File: src/rtl/cd4022_pkg.sv
// rtl/cd4022_pkg.sv - shared constants and Johnson code helpers for the CD4022 counter
package cd4022_pkg;

  localparam int STAGES_DEFAULT = 4;
  localparam int MAX_STAGES     = 16;

  // Johnson code reached after k counts from all-zeros (k in 0..2*stages-1)
  function automatic logic [MAX_STAGES-1:0] johnson_code(input int k, input int stages);
    logic [31:0] full_mask;
    logic [31:0] code;
    full_mask = (32'd1 << stages) - 32'd1;
    if (k < stages) begin
      code = (32'd1 << k) - 32'd1;
    end else begin
      code = full_mask & ~((32'd1 << (k - stages)) - 32'd1);
    end
    return code[MAX_STAGES-1:0];
  endfunction

  // 1 when q is one of the 2*stages codes of the legal Johnson ring
  function automatic logic johnson_legal(input logic [MAX_STAGES-1:0] q, input int stages);
    logic hit;
    hit = 1'b0;
    for (int k = 0; k < 2 * stages; k++) begin
      if (q == johnson_code(k, stages)) hit = 1'b1;
    end
    return hit;
  endfunction

  // One-hot count vector for q; all-zeros for codes outside the ring
  function automatic logic [2*MAX_STAGES-1:0] johnson_decode(input logic [MAX_STAGES-1:0] q,
                                                             input int stages);
    logic [2*MAX_STAGES-1:0] onehot;
    onehot = '0;
    for (int k = 0; k < 2 * stages; k++) begin
      if (q == johnson_code(k, stages)) onehot[k] = 1'b1;
    end
    return onehot;
  endfunction

endpackage

File: src/rtl/cd4022_counter_johnson_decoder.sv
// rtl/cd4022_counter_johnson_decoder.sv - combinational Johnson state to one-hot/carry decode
module cd4022_counter_johnson_decoder
  import cd4022_pkg::*;
#(
  parameter int STAGES = STAGES_DEFAULT
) (
  input  logic [STAGES-1:0]   q,
  output logic [2*STAGES-1:0] out_onehot,
  output logic                carry,
  output logic                legal
);

  logic [2*STAGES-1:0] raw;

  // Two-input adjacent-bit decodes; each is unique only inside the legal ring
  for (genvar k = 0; k < STAGES; k++) begin : g_low
    if (k == 0) begin : g_first
      assign raw[k]          = ~q[0] & ~q[STAGES-1];
      assign raw[k + STAGES] =  q[0] &  q[STAGES-1];
    end else begin : g_rest
      assign raw[k]          =  q[k-1] & ~q[k];
      assign raw[k + STAGES] = ~q[k-1] &  q[k];
    end
  end

  // Suppress the partial decodes of a corrupted register so OUT reads all-zero
  always_comb begin
    legal      = johnson_legal(MAX_STAGES'(q), STAGES);
    out_onehot = legal ? raw : '0;
    carry      = ~q[STAGES-1];
  end

endmodule

File: src/rtl/cd4022_counter.sv
// rtl/cd4022_counter.sv - divide-by-2*STAGES Johnson counter with one-hot decoded outputs
module cd4022_counter
  import cd4022_pkg::*;
#(
  parameter int STAGES = STAGES_DEFAULT
) (
  input  logic                CLOCK,
  input  logic                RESET,
  input  logic                CLOCK_INHIBIT,
  output logic [2*STAGES-1:0] OUT,
  output logic                CARRY_OUT
);

  logic [STAGES-1:0] q;
  logic [STAGES-1:0] q_next;
  logic              legal;

  // Shift the ring; a code outside the ring is replaced by count 0 instead of shifting
  always_comb begin
    q_next = q;
    if (legal) begin
      q_next = {q[STAGES-2:0], ~q[STAGES-1]};
    end else begin
      q_next = '0;
    end
  end

  // State register: async clear, inhibit acts as a synchronous enable
  always_ff @(posedge CLOCK or negedge RESET) begin
    if (!RESET) begin
      q <= '0;
    end else if (!CLOCK_INHIBIT) begin
      q <= q_next;
    end
  end

  cd4022_counter_johnson_decoder #(
    .STAGES(STAGES)
  ) u_decoder (
    .q         (q),
    .out_onehot(OUT),
    .carry     (CARRY_OUT),
    .legal     (legal)
  );

endmodule

File: config.mk
export PLATFORM = sky130hd
export DESIGN_NAME = cd4022_counter
export DESIGN_NICKNAME = d
export VERILOG_FILES = /design/src/rtl/cd4022_pkg.sv /design/src/rtl/cd4022_counter_johnson_decoder.sv /design/src/rtl/cd4022_counter.sv
export SDC_FILE = /design/constraint.sdc
export NUM_CORES = 1
export LEC_CHECK = 0
export ABC_AREA = 1
export BUFFER_PORTS_ARGS = -buffer_cell sky130_fd_sc_hd__buf_2
export CAP_MARGIN = 20
export CORE_AREA = 2 2 39 41
export DETAILED_ROUTE_END_ITERATION = 16
export DIE_AREA = 0 0 41 43
export HOLD_SLACK_MARGIN = 0.08
export PLACE_DENSITY_LB_ADDON = 0.3
export REMOVE_ABC_BUFFERS = 1
export SLEW_MARGIN = 20
export SYNTH_ARGS = -nofsm -noshare
export SYNTH_HDL_FRONTEND = slang
export SYNTH_HIERARCHICAL = 1
export SYNTH_SLANG_ARGS = --single-unit
File: constraint.sdc
create_clock -name CLOCK -period 1.3 [get_ports CLOCK]
set_clock_uncertainty 0.05 [all_clocks]
set_input_delay 0.065 -clock CLOCK [delete_from_list [all_inputs] [get_ports CLOCK]]
set_output_delay 0.065 -clock CLOCK [all_outputs]
set_load 0.01 [all_outputs]
==> flow_results.org <==
** Floorplanning
- The floorplan step set the die height to 43 microns.
- Top Ports :: 12
- Floorplan die width :: 41 microns
- The initial utilization of the core area, before any placement, comes to 18.7%.
- Overall die area :: 0.00176 sq mm
- The region available for standard cell placement spans 0.00138 sq mm.
- Number of rows created at floorplan :: 14

** Logic synthesis
- Synthesis produced 42 cells.
- After Yosys synthesis, XOR and XNOR cells account for 0% of the synthesized area.
- Syn Std Cell Area :: 259 sq um
- Part of the Yosys area used for sequential elements :: 38.6%
- Cell type contributing the most total cell area after synthesis :: sky130_fd_sc_hd__dfrtp_1
- A synthesized cell averages 6.17 sq um.
- Summing the areas of all fa, ha and maj instances in the mapped netlist gives 0% of the synthesized area.
- By area, the combinational part of the netlist is dominated by simple AND/OR/NAND/NOR gates.
- Yosys warning total :: 6
- sky130_fd_sc_hd__nand2_1 is the most common cell in the netlist.
- Post-synth cell types :: 10
- The commonest cells after synthesis are 15 x sky130_fd_sc_hd__nand2_1, 8 x sky130_fd_sc_hd__nor2_1, 4 x sky130_fd_sc_hd__dfrtp_1, 4 x sky130_fd_sc_hd__inv_1.
- Counting flops with a built-in enable in the synthesized netlist gives 0.
- Synth top area share :: 38.6%
- Of the total synthesized cell area, the portion taken by AND, OR, NAND and NOR gates is 49.3%.
- Cell types occupying the most area after synthesis :: sky130_fd_sc_hd__dfrtp_1 39%, sky130_fd_sc_hd__nand2_1 22%, sky130_fd_sc_hd__nor2_1 12%
- Compound-Gate Fraction of Synth Area :: 1.93%
- After synthesis the netlist holds a flip-flop and latch count of 4.
- Among all flip-flop cells after synthesis, the most frequent one is sky130_fd_sc_hd__dfrtp_1.
- Multiplexer fraction of the synthesized cell area :: 0%
- Proportion of synthesized flip-flops having asynchronous set or reset :: 100%

** Worst setup path
- CP endpoint kind :: output port
- The worst setup path is launched from a register.
- Arrival @ worst endpoint :: 1.08 ns
- Walking the worst path, the cells encountered are buf_4 > nor3_1 > buf_2.
- Of all nets on the critical path, the largest fanout is 4.
- Worst path top cell family by delay :: flip-flops
- The slowest stage of the critical path is the sky130_fd_sc_hd__dfrtp_1 cell.
- Buffers & Inverters on Critical Path :: 2
- Data required time at the worst endpoint :: 1.19 ns
- The setup check on the worst reg-to-reg path leaves a slack of 0.13 ns.
- The worst setup path is of the register to output port kind.
- Largest incremental delay on the critical path :: 0.39 ns

** Clocking
- The clock reaches the later pin of the worst-skew pair after 0.23 ns.
- CTS saw 4 sinks.
- In this run the deepest clock path goes through 2 buffers.
- The cell sitting at the root of the clock tree is a sky130_fd_sc_hd__clkbuf_4.
- TritonCTS built the clock tree.
- Buffers added to address setup during post-CTS repair amount to 0.
- # H-tree levels :: 1
- Counting the buffers created by CTS gives 3.
- Clock transition at path regs :: 0.03 ns

** Placed design
- HPWL reported at the end of detailed placement :: 505 microns
- RD Place Congestion :: 0.711
- The count of buffers added on input and output ports is 11.
- Counting tap cells, the placed design contains a total of 72 instances.

** STA
- For this run, the top clock speed supported by timing is 0.835 GHz.
- Total of endpoints with negative setup slack in the final report :: 0
- Minimum period implied by the final worst setup slack :: 1.20 ns
- Summed over all failing endpoints, the final setup total negative slack is 0 ns.
- In the finished design, the share of the clock period the worst path needs comes to 92.1%.
- Relative slew slack :: 89.8%
- Setup repair after global routing left no endpoint under its margin.
- Final hold vios :: 0
- At the pin with the least slew margin, the transition time is 0.152 ns.
- Fin. max-slew vios :: 0

** Layout
- In the final layout, the share of cells above drive strength 1 is 39.3%.
- Largest register FFs :: 4
- Inserted Diodes :: 0
- In the final layout, the registers with the most flip-flops are q x4.
- Nets :: 66
- Area delta synth->final :: 56.5%
- Register with the highest flop count :: q
- For this run, the number of standard cells in the final layout without fillers is 77.

** Route
- ANT nets after route :: 0
- Sum of routed wire length over all layers :: 599 microns
- Using the TritonRoute via totals, the vias-per-cell ratio works out to 3.92.
- Dividing the detail-routed wire length by the instance count gives 7.78 microns.
- Number of remaining DRC errors :: 0
- For this block, the via count after detailed routing is 302.
- The detailed router finished its first iteration with 2 violations.
- Detailed Routing Iterations Pass 1 :: 2

** Worst hold path
- Worst Hold Class :: input pin to async pin

** Pwr
- In this run the power density over the cells is 2380 mW/mm^2.
- Worst IR drop on VDD :: 0.000669 V
- Summed over all cells, the static leakage comes to 0.237 nW.

** Global route
- The number of antenna violations at the first check in global routing was 0.
- Global-route congestion overflow total :: 0
- Entering global routing, the biggest net connects 8 pins.
- The first global-routing pass estimated 883 microns of wire.
- Global router's overall resource usage :: 7.55%
- The via count of the first global-routing pass came to 259.

** Run status
- The run finished with clean final reports.

** Job
- Max-cap violations in this run came to 0.
==> where the power goes <==
group / switching (mW) / total (mW) / internal, mW
clock: 0.0437 / 0.147 / 0.103
combinational: 0.319 / 0.563 / 0.244
sequential: 0.0689 / 0.256 / 0.187
total: 0.432 / 0.966 / 0.534
==> through the flow <==
stage / utilization, % / hold WS, ns / power, mW / setup slack, ns / area [sq um]
floorplan: - / -0.281 / 0.586 / 0.181 / 259
global placement: 25.8 / -0.172 / 0.811 / 0.138 / 357
detailed placement: 25.8 / -0.173 / 0.813 / 0.138 / 357
CTS: 28.8 / 0.109 / 0.972 / 0.0482 / 399
global route: 29.3 / 0.126 / 1.07 / 0.0126 / 405
finish: 29.3 / 0.115 / 0.966 / 0.102 / 405
==> cells by family (layout without fill, tap and decap cells) <==
logic type / Yosys count / in the layout
compound gates: 1 / 1
flops: 4 / 4
buf+inv: 7 / 26
simple gates: 30 / 30
==> layer usage <==
layer / share of wire, % / global-route usage [%]
met1: 47 / 8.44
met5: 0 / 0
met4: 0 / 6.00
met2: 47 / 10.6
met3: 5.8 / 3.14
==> cell type report <==
| type | count | area, sq um |
|---|---|---|
| Sequential cell | 4 | 101 |
| Tap cell | 16 | 20.0 |
| Multi-Input combinational cell | 31 | 138 |
| Inverter | 7 | 26.3 |
| Clock buffer | 3 | 22.5 |
| Fill cell | 159 | 978 |
| Timing Repair Buffer | 16 | 97.6 |
==> layout by cell type, fill, tap and decap left out <==
master / netlist / final
sky130_fd_sc_hd__buf_4: 0 / 3
sky130_fd_sc_hd__nand2_1: 15 / 15
sky130_fd_sc_hd__nor3_2: 0 / 1
sky130_fd_sc_hd__nand3_2: 1 / 1
sky130_fd_sc_hd__clkbuf_4: 0 / 3
sky130_fd_sc_hd__buf_2: 0 / 11
sky130_fd_sc_hd__nor2_1: 8 / 8
sky130_fd_sc_hd__dfrtp_1: 4 / 3
sky130_fd_sc_hd__nor3_1: 2 / 1
sky130_fd_sc_hd__nand3_1: 3 / 3
sky130_fd_sc_hd__dlygate4sd3_1: 0 / 2
sky130_fd_sc_hd__a21oi_1: 1 / 1
sky130_fd_sc_hd__inv_1: 4 / 4
sky130_fd_sc_hd__nand2_2: 1 / 1
sky130_fd_sc_hd__inv_2: 3 / 3
sky130_fd_sc_hd__dfrtp_2: 0 / 1
==> timing repair <==
action | in CTS | in global routing
hold endpoints to repair | 8 | 0
hold buffers | 2 | 0
setup endpoints to repair | 0 | 2
resized for setup | 0 | 2
==> final timing paths <==
| kind | from | endpoint | depth (start not counted) |
|---|---|---|---|
| setup / recovery | q[3] | OUT[3] | 3 |
| hold / removal | RESET | q[2] | 2 |
| setup reg to reg | q[1] | q[3] | 7 |
| hold reg to reg | q[1] | q[1] | 2 |
| max in group asynchronous | RESET | q[0] | 2 |
| min in group CLOCK | q[1] | q[1] | 2 |
No activity file was read; power rests on OpenSTA's default activity.
